==> config.mk <==
export PLATFORM = sky130hd
export DESIGN_NAME = cpu_cu
export DESIGN_NICKNAME = d
export VERILOG_FILES = /design/src/rtl/cpu_pkg.sv /design/src/rtl/cpu_br_cond.sv /design/src/rtl/cpu_cu.sv
export SDC_FILE = /design/constraint.sdc
export NUM_CORES = 1
export LEC_CHECK = 0
export CORE_MARGIN = 4
export CORE_UTILIZATION = 47
export CTS_BUF_LIST = sky130_fd_sc_hd__clkbuf_8
export CTS_CLUSTER_DIAMETER = 60
export DETAILED_ROUTE_END_ITERATION = 12
export MAX_ROUTING_LAYER = met4
export PLACE_DENSITY = 0.87
export SLEW_MARGIN = 20
export SYNTH_ARGS = -nofsm -noshare
export SYNTH_HDL_FRONTEND = slang
export SYNTH_HIERARCHICAL = 1
export SYNTH_SLANG_ARGS = --single-unit
==> constraint.sdc <==
create_clock -name clk -period 3.8 [get_ports clk]
set_clock_uncertainty 0.05 [all_clocks]
set_input_delay 0.76 -clock clk [delete_from_list [all_inputs] [get_ports clk]]
set_output_delay 0.76 -clock clk [all_outputs]
set_load 0.03 [all_outputs]
==> src/rtl/cpu_pkg.sv <==
// Shared definitions for the CPU control unit: sequencer states,
// instruction class codes and branch condition codes.
package cpu_pkg;

  typedef enum logic [3:0] {
    INIT   = 4'd0,
    FETCH  = 4'd1,
    DECODE = 4'd2,
    ALU    = 4'd3,
    LOAD   = 4'd4,
    STORE  = 4'd5,
    BRANCH = 4'd6,
    JUMP   = 4'd7,
    HALT   = 4'd8,
    ILL    = 4'd9
  } state_t;

  // Instruction class, ir[11:9]
  localparam logic [2:0] CLS_ALU    = 3'b000;
  localparam logic [2:0] CLS_LOAD   = 3'b001;
  localparam logic [2:0] CLS_STORE  = 3'b010;
  localparam logic [2:0] CLS_BRANCH = 3'b011;
  localparam logic [2:0] CLS_JUMP   = 3'b100;
  localparam logic [2:0] CLS_HALT   = 3'b111;

  // Branch condition, ir[15:12]; codes 7..15 are never taken
  localparam logic [3:0] CND_AL = 4'h0;
  localparam logic [3:0] CND_Z  = 4'h1;
  localparam logic [3:0] CND_NZ = 4'h2;
  localparam logic [3:0] CND_C  = 4'h3;
  localparam logic [3:0] CND_NC = 4'h4;
  localparam logic [3:0] CND_N  = 4'h5;
  localparam logic [3:0] CND_NN = 4'h6;

  function automatic logic [2:0] ir_class(input logic [15:0] ir);
    return ir[11:9];
  endfunction

  function automatic logic [3:0] ir_cond(input logic [15:0] ir);
    return ir[15:12];
  endfunction

endpackage

==> src/rtl/cpu_br_cond.sv <==
// Branch condition evaluator: decides whether a conditional branch is taken
// from the condition code and the current EU flags.
module cpu_br_cond
  import cpu_pkg::*;
(
  input  logic [3:0] cond,
  input  logic       C,
  input  logic       N,
  input  logic       Z,
  output logic       taken
);

  // Purely combinational flag test; unassigned codes never branch
  always_comb begin
    taken = 1'b0;
    case (cond)
      CND_AL:  taken = 1'b1;
      CND_Z:   taken = Z;
      CND_NZ:  taken = ~Z;
      CND_C:   taken = C;
      CND_NC:  taken = ~C;
      CND_N:   taken = N;
      CND_NN:  taken = ~N;
      default: taken = 1'b0;
    endcase
  end

endmodule

==> src/rtl/cpu_cu.sv <==
// Multi-cycle control unit for the 16-bit CPU execution unit. Sequences
// fetch / decode / execute, drives every EU strobe and the memory req/rdy
// handshake, and counts retired instructions.
module cpu_cu
  import cpu_pkg::*;
#(
  parameter int CNT_W = 16
) (
  input  logic             clk,
  input  logic             reset,
  input  logic [15:0]      ir,
  input  logic             C,
  input  logic             N,
  input  logic             Z,
  input  logic             mem_rdy,
  output logic             we,
  output logic             sel,
  output logic             addr_sel,
  output logic             pc_sel,
  output logic             pc_ld,
  output logic             pc_inc,
  output logic             ir_ld,
  output logic             mem_rd,
  output logic             mem_wr,
  output logic             halted,
  output logic             illegal,
  output logic [CNT_W-1:0] retired
);

  state_t state, next_state;
  logic   retire;
  logic   br_taken;

  // Opcode and offset bits are consumed by the EU datapath, not here
  logic unused_ir;
  assign unused_ir = ^ir[8:0];

  cpu_br_cond u_br_cond (
    .cond  (ir_cond(ir)),
    .C     (C),
    .N     (N),
    .Z     (Z),
    .taken (br_taken)
  );

  // State register; reset abandons any in-flight memory request at once
  always_ff @(posedge clk or negedge reset) begin
    if (!reset) state <= INIT;
    else        state <= next_state;
  end

  // Next-state and strobe decode; strobes depend only on state and mem_rdy
  // (plus flags in BRANCH), so every unlisted strobe stays low
  always_comb begin
    next_state = state;
    we         = 1'b0;
    sel        = 1'b0;
    addr_sel   = 1'b0;
    pc_sel     = 1'b0;
    pc_ld      = 1'b0;
    pc_inc     = 1'b0;
    ir_ld      = 1'b0;
    mem_rd     = 1'b0;
    mem_wr     = 1'b0;
    retire     = 1'b0;
    case (state)
      INIT: next_state = FETCH;
      FETCH: begin
        mem_rd = 1'b1;
        if (mem_rdy) begin
          ir_ld      = 1'b1;
          pc_inc     = 1'b1;
          next_state = DECODE;
        end
      end
      DECODE: begin
        case (ir_class(ir))
          CLS_ALU:    next_state = ALU;
          CLS_LOAD:   next_state = LOAD;
          CLS_STORE:  next_state = STORE;
          CLS_BRANCH: next_state = BRANCH;
          CLS_JUMP:   next_state = JUMP;
          CLS_HALT:   next_state = HALT;
          default:    next_state = ILL;
        endcase
      end
      ALU: begin
        we         = 1'b1;
        retire     = 1'b1;
        next_state = FETCH;
      end
      LOAD: begin
        addr_sel = 1'b1;
        mem_rd   = 1'b1;
        if (mem_rdy) begin
          we         = 1'b1;
          sel        = 1'b1;
          retire     = 1'b1;
          next_state = FETCH;
        end
      end
      STORE: begin
        addr_sel = 1'b1;
        mem_wr   = 1'b1;
        if (mem_rdy) begin
          retire     = 1'b1;
          next_state = FETCH;
        end
      end
      BRANCH: begin
        // PC was already bumped in FETCH, so the relative target is taken
        // from PC_fetch + 1
        pc_ld      = br_taken;
        retire     = 1'b1;
        next_state = FETCH;
      end
      JUMP: begin
        pc_ld      = 1'b1;
        pc_sel     = 1'b1;
        retire     = 1'b1;
        next_state = FETCH;
      end
      HALT:    next_state = HALT;
      ILL:     next_state = ILL;
      default: next_state = INIT;
    endcase
  end

  // Sticky status: the terminal states are only left through reset
  assign halted  = (state == HALT);
  assign illegal = (state == ILL);

  // Retired-instruction counter, bumped on the last cycle of each instruction
  always_ff @(posedge clk or negedge reset) begin
    if (!reset)      retired <= '0;
    else if (retire) retired <= retired + CNT_W'(1);
  end

endmodule

After elaboration in Yosys (flattened, before gate mapping)
Cells that the tools add are included.
- bits in registers: 20
- bits in latches: 0
- bits in writable memories: 0
- memory bits (read-only): 0
- input bits: 22
- output and inout port bits: 27
- memories kept: 0
- $add $sub $neg: 1
- multipliers: 0
- div/mod/pow operators: 0
- order comparisons: 0
- equality and inequality tests: 22
- shift operators: 0
- muxes and demuxes: 15
- bitwise logic cells: 3
- reduce and logical (&&, ||, !) cells: 8
- operator list (operator ; count):
    $pmux W4 S6 ; 2
    $eq A4 B3 Y1 const B ; 7
    $add A16 B1 Y16 const B ; 1
    $eq A4 B2 Y1 const B ; 4
    $eq A4 B1 Y1 const B ; 2
    $eq A4 B4 Y1 const B ; 2
    $logic_not A4 Y1 ; 2
    $mux W4 ; 2
    $mux W1 ; 7
    $pmux W1 S7 ; 1
    $eq A3 B2 Y1 const B ; 2
    $eq A3 B3 Y1 const B ; 2
    $pmux W1 S2 ; 3
    $reduce_or A2 Y1 ; 2
    $reduce_or A4 Y1 ; 1
    $eq A3 B1 Y1 const B ; 1
    $logic_not A3 Y1 ; 1
    $not A1 Y1 ; 3
    $reduce_or A3 Y1 ; 1
    $ne A2 B1 Y1 const B ; 1
    $ne A2 B2 Y1 const B ; 1
    $reduce_and A2 Y1 ; 1

Depth between registers and ports, before layout
Gate-level depths: netlist of run 1.
- depth in word-level cells: 4
- depth in mapped cells: 5

By module
The synthesis of run 1 kept the hierarchy.
- modules (own cells, without submodules) (module ; instances ; cells each ; area an instance (µm²) ; sequential area each (µm²)):
    cpu_cu ; 1 ; 110 ; 1087.3 ; 500.5
    cpu_br_cond ; 1 ; 10 ; 70.1 ; 0.0

Least setup slack after synthesis of run 1
No wires, ideal clock.
- path kind: input to output
- start: in mem_rdy
- end: out pc_inc
- arrival: 1.887 ns
- required time: 2.990 ns
- setup slack: 1.103 ns
- stages on the path: 3
- cell sequence: nand3b_1 > nor3_1 > buf_4
- cells in the longest elaborated chain, start to end: 2
- RTL lines (element ; RTL line ; text):
    from (decl) ; cpu_cu.sv:15 ; input logic mem_rdy,
    $mux W1 (2 in a row) ; - ;
    to (decl) ; cpu_cu.sv:21 ; output logic pc_inc,
Every way passes these cells.

Worst setup path in the final report of run 1
- start: in ir[12]
- end: out pc_ld
- cells in the longest elaborated chain, start to end: 3
- RTL lines (element ; RTL line ; text):
    from (decl) ; cpu_cu.sv:11 ; input logic [15:0] ir,
    $eq A4 B3 Y1, or another cell as far along ; cpu_br_cond.sv:16 ; case (cond)
    $pmux W1 S7 (*) ; cpu_br_cond.sv:16 ;
    net br_taken ; cpu_cu.sv:32 ; logic br_taken;
    $pmux W1 S2 (*) ; cpu_cu.sv:66 ; case (state)
    to (decl) ; cpu_cu.sv:20 ; output logic pc_ld,
Mark *: on every way through the listed nets, which the timed path passes. The rest lies on a longest branch.

==> impl_metrics.env, run 1 <==
export IMPL_min_path_type="reg -> reg"
export IMPL_ys_types=35
export IMPL_grt_pass1_wl_um=4340
export IMPL_slowest_stage="clkdlybuf4s50_1"
export IMPL_clkLatencyLatePin_ns=0.25
export IMPL_cts_tree="built"
export IMPL_worst_pin_slew_ns=0.863
export IMPL_rrSetupSlack_ns=2.05
export IMPL_rows=17
export IMPL_cts_made_buffers=3
export IMPL_rr_startpoint="state[1]"
export IMPL_yosysSeqAreaShare_pct=43.2
export IMPL_gp_congestion=0.782
export IMPL_io_pins=49
export IMPL_die_w_um=57.6
export IMPL_synth_simple_area_share_pct=28.1
export IMPL_yosysWarnings=6
export IMPL_synth_edf_count=0
export IMPL_start_util_pct=50.9
export IMPL_clock_fmax_mhz=293
export IMPL_routed_wl_um=2550
export IMPL_cts_max_path_buffers=2
export IMPL_synth_compound_area_share_pct=11.1
export IMPL_crit_end="pc_ld"
export IMPL_overflow=0
export IMPL_cpMostUsedCell="clkdlybuf4s50_1"
export IMPL_worstPathArrival_ns=2.61
export IMPL_status="complete, no violations"
export IMPL_cap_violations=0
export IMPL_endpoint_kind="output pin"
export IMPL_r2r_end="retired[1]"
export IMPL_die_h_um=57.6
export IMPL_path_clk_slew_ns=0.06
export IMPL_path_class="in -> out"
export IMPL_pwr_density_cell_nw_per_um2=232
export IMPL_worstPathRequired_ns=2.99
export IMPL_via_per_inst=5.65
export IMPL_synthArstFlopShare_pct=100
export IMPL_max_stage_delay_ns=0.68
export IMPL_h_tree_depth=1
export IMPL_worstSetupStartpoint="ir[12]"
export IMPL_synth_area_top_cells="dfrtp_1, xnor2_1, nor2_1"
export IMPL_dieArea_sq_um=3320
export IMPL_synth_xor_area_share_pct=12.9
export IMPL_vias=1045
export IMPL_syn2layout_area_growth_pct=37.7
export IMPL_core_area_sq_um=2280
export IMPL_grt_pass1_vias=1033
export IMPL_rsz0062_at_grt="no"
export IMPL_synth_fp_nets=143
export IMPL_yosys_area_top_type="dfrtp_1"
export IMPL_hold_ws_ns=0.427
export IMPL_cts_sinks=20
export IMPL_layout_drive_gt1_share_pct=7.64
export IMPL_wl_per_cell_um=13.8
export IMPL_slew_limit_headroom_pct=42.3
export IMPL_synth_mux_area_share_pct=0.973
export IMPL_synth_area_sq_um=1160
export IMPL_setup_viol=0
export IMPL_drc=0
export IMPL_port_buffers=39
export IMPL_postSynthAreaPerCell_sq_um=9.64
export IMPL_postCtsHoldBufs=0
export IMPL_post_cts_buffers=0
export IMPL_dr_pass1_iters=4
export IMPL_grt_max_degree=21
export IMPL_initialDrtViolationCount=14
export IMPL_ys_ff_latch=20
export IMPL_ctsRootBufferMaster="clkbuf_8"
export IMPL_leakage_nw=0.589
export IMPL_yosys_area_share_adder_pct=1.08
export IMPL_nets=182
export IMPL_layout_min_cycle_time_ns=3.42
export IMPL_hold_viol_final=0
export IMPL_synth_top_cell_area_share_pct=43.2
export IMPL_place_hpwl_um=2000
export IMPL_antenna_found_initial=0
export IMPL_antenna_cells=0
export IMPL_ant_nets=0
export IMPL_ir_worst_vdd_mv=0.201
export IMPL_synth_flop_cell="dfrtp_1"
export IMPL_syn_inst=120
export IMPL_synth_top_family_by_area="simple AND/OR/NAND/NOR gates"
export IMPL_cp_start_kind="input pin"
export IMPL_slew_violations=0
export IMPL_period_share_pct=89.9
export IMPL_path_cells="clkdlybuf4s50_1 > nor4b_2 > a31oi_1 > and4_1 > o21ai_0 > nor2_1 > clkdlybuf4s50_1"
export IMPL_setup_tns_ns=0
export IMPL_cp_max_fo=5
export IMPL_track_usage_pct=17.1
export IMPL_cts_resized_gates=0
export IMPL_r2r_cells=3
export IMPL_fin_total_pwr_mw=0.370
==> flip-flops by register name, summed over array words and instances (netlist names) <==
register / flops
retired: 16
state: 4
==> metal layers <==
metal / up-vias / global-route usage, % / share of wire, %
li1: 497 / - / -
met1: 495 / 18.8 / 42
met2: 49 / 29.5 / 49
met3: 4 / 3.79 / 7.4
met4: 0 / 7.28 / 1.3
met5: - / - / 0
==> report_power, final <==
part,leakage (nW),total [mW],switching (mW),internal (mW)
sequential,0.253,0.213,0,0.213
combinational,0.314,0.0272,0.0119,0.0152
clock,0.0216,0.130,0.0595,0.0703
==> cells in the mapped netlist (2+ instances only) <==
cell and count:
buf_4 3, nand3b_1 2, nand2b_1 5, and4_1 2, clkbuf_1 2, dfrtp_1 20, xor2_1 3, a31oi_1 4
nor2_1 17, nand3_1 7, a21oi_1 4, nor2b_1 2, nand2_1 7, xnor2_1 14, nand4_1 4, o21ai_0 2
nor3_1 4
==> how the worst min path moves through the flow <==
stage / startpoint / endpoint / cells past startpoint
5_1_grt: retired[15] / retired[15] / 1
4_1_cts: retired[15] / retired[15] / 1
2_1_floorplan: reset / retired[0] / 0
3_5_place_dp: retired[15] / retired[15] / 1
6_report: retired[15] / retired[15] / 1
3_3_place_gp: retired[15] / retired[15] / 1
==> cell families after synthesis <==
| logic type | after synthesis |
|---|---|
| compound gates | 17 |
| xor+xnor | 17 |
| fa+ha+maj | 1 |
| buf+inv | 5 |
| flops | 20 |
| mux | 1 |
| simple gates | 59 |
==> cells in the final DEF (no fill, tap or decap), types with 2 or more instances in the layout <==
cell type,n
clkbuf_8,3
xnor2_1,14
nand3_1,7
clkdlybuf4s50_1,39
nand3b_1,2
xor2_1,3
a31oi_1,4
nor2b_1,2
nand2_1,7
a21oi_1,4
nand2b_1,5
nand4_1,4
and4_1,2
dfrtp_1,20
nor3_1,4
nor2_1,17
o21ai_0,2
==> critical path: cells and delay by family <==
| kind | cells | cell delay [ns] |
|---|---|---|
| buffers and inverters | 2 | 1.14 |
| and+or+nand+nor | 3 | 0.49 |
| AOI/OAI and AO/OA | 2 | 0.21 |
==> cell type report <==
type,count,area [sq um]
fillers,191,682
multi-input cells,95,627
flip-flops and latches,20,500
repair buffers,39,390
clock buffers,3,41.3
well taps,28,35.0
==> through the flow <==
stage,instances,utilization (%),setup WS [ns],instance area (sq um)
floorplan,120,-,1.10,1160
global placement,182,68.2,0.423,1550
detailed placement,182,68.2,0.379,1550
CTS,185,70.0,0.374,1590
global route,185,70.0,0.253,1590
finish,185,70.0,0.385,1590
(Power assumes the default switching activity.)
==> run 2: changes to the inputs <==
--- a/config.mk
+++ b/config.mk
@@ -5,11 +5,13 @@
 export SDC_FILE = /design/constraint.sdc
 export NUM_CORES = 1
 export LEC_CHECK = 0
+export ABC_AREA = 0
 export CORE_MARGIN = 4
 export CORE_UTILIZATION = 47
 export CTS_BUF_LIST = sky130_fd_sc_hd__clkbuf_8
 export CTS_CLUSTER_DIAMETER = 60
 export DETAILED_ROUTE_END_ITERATION = 12
+export GPL_ROUTABILITY_DRIVEN = 0
 export MAX_ROUTING_LAYER = met4
 export PLACE_DENSITY = 0.87
 export SLEW_MARGIN = 20
==> results of run 2 <==
The final DEF is identical to that of run 1; final timing and power are the same.
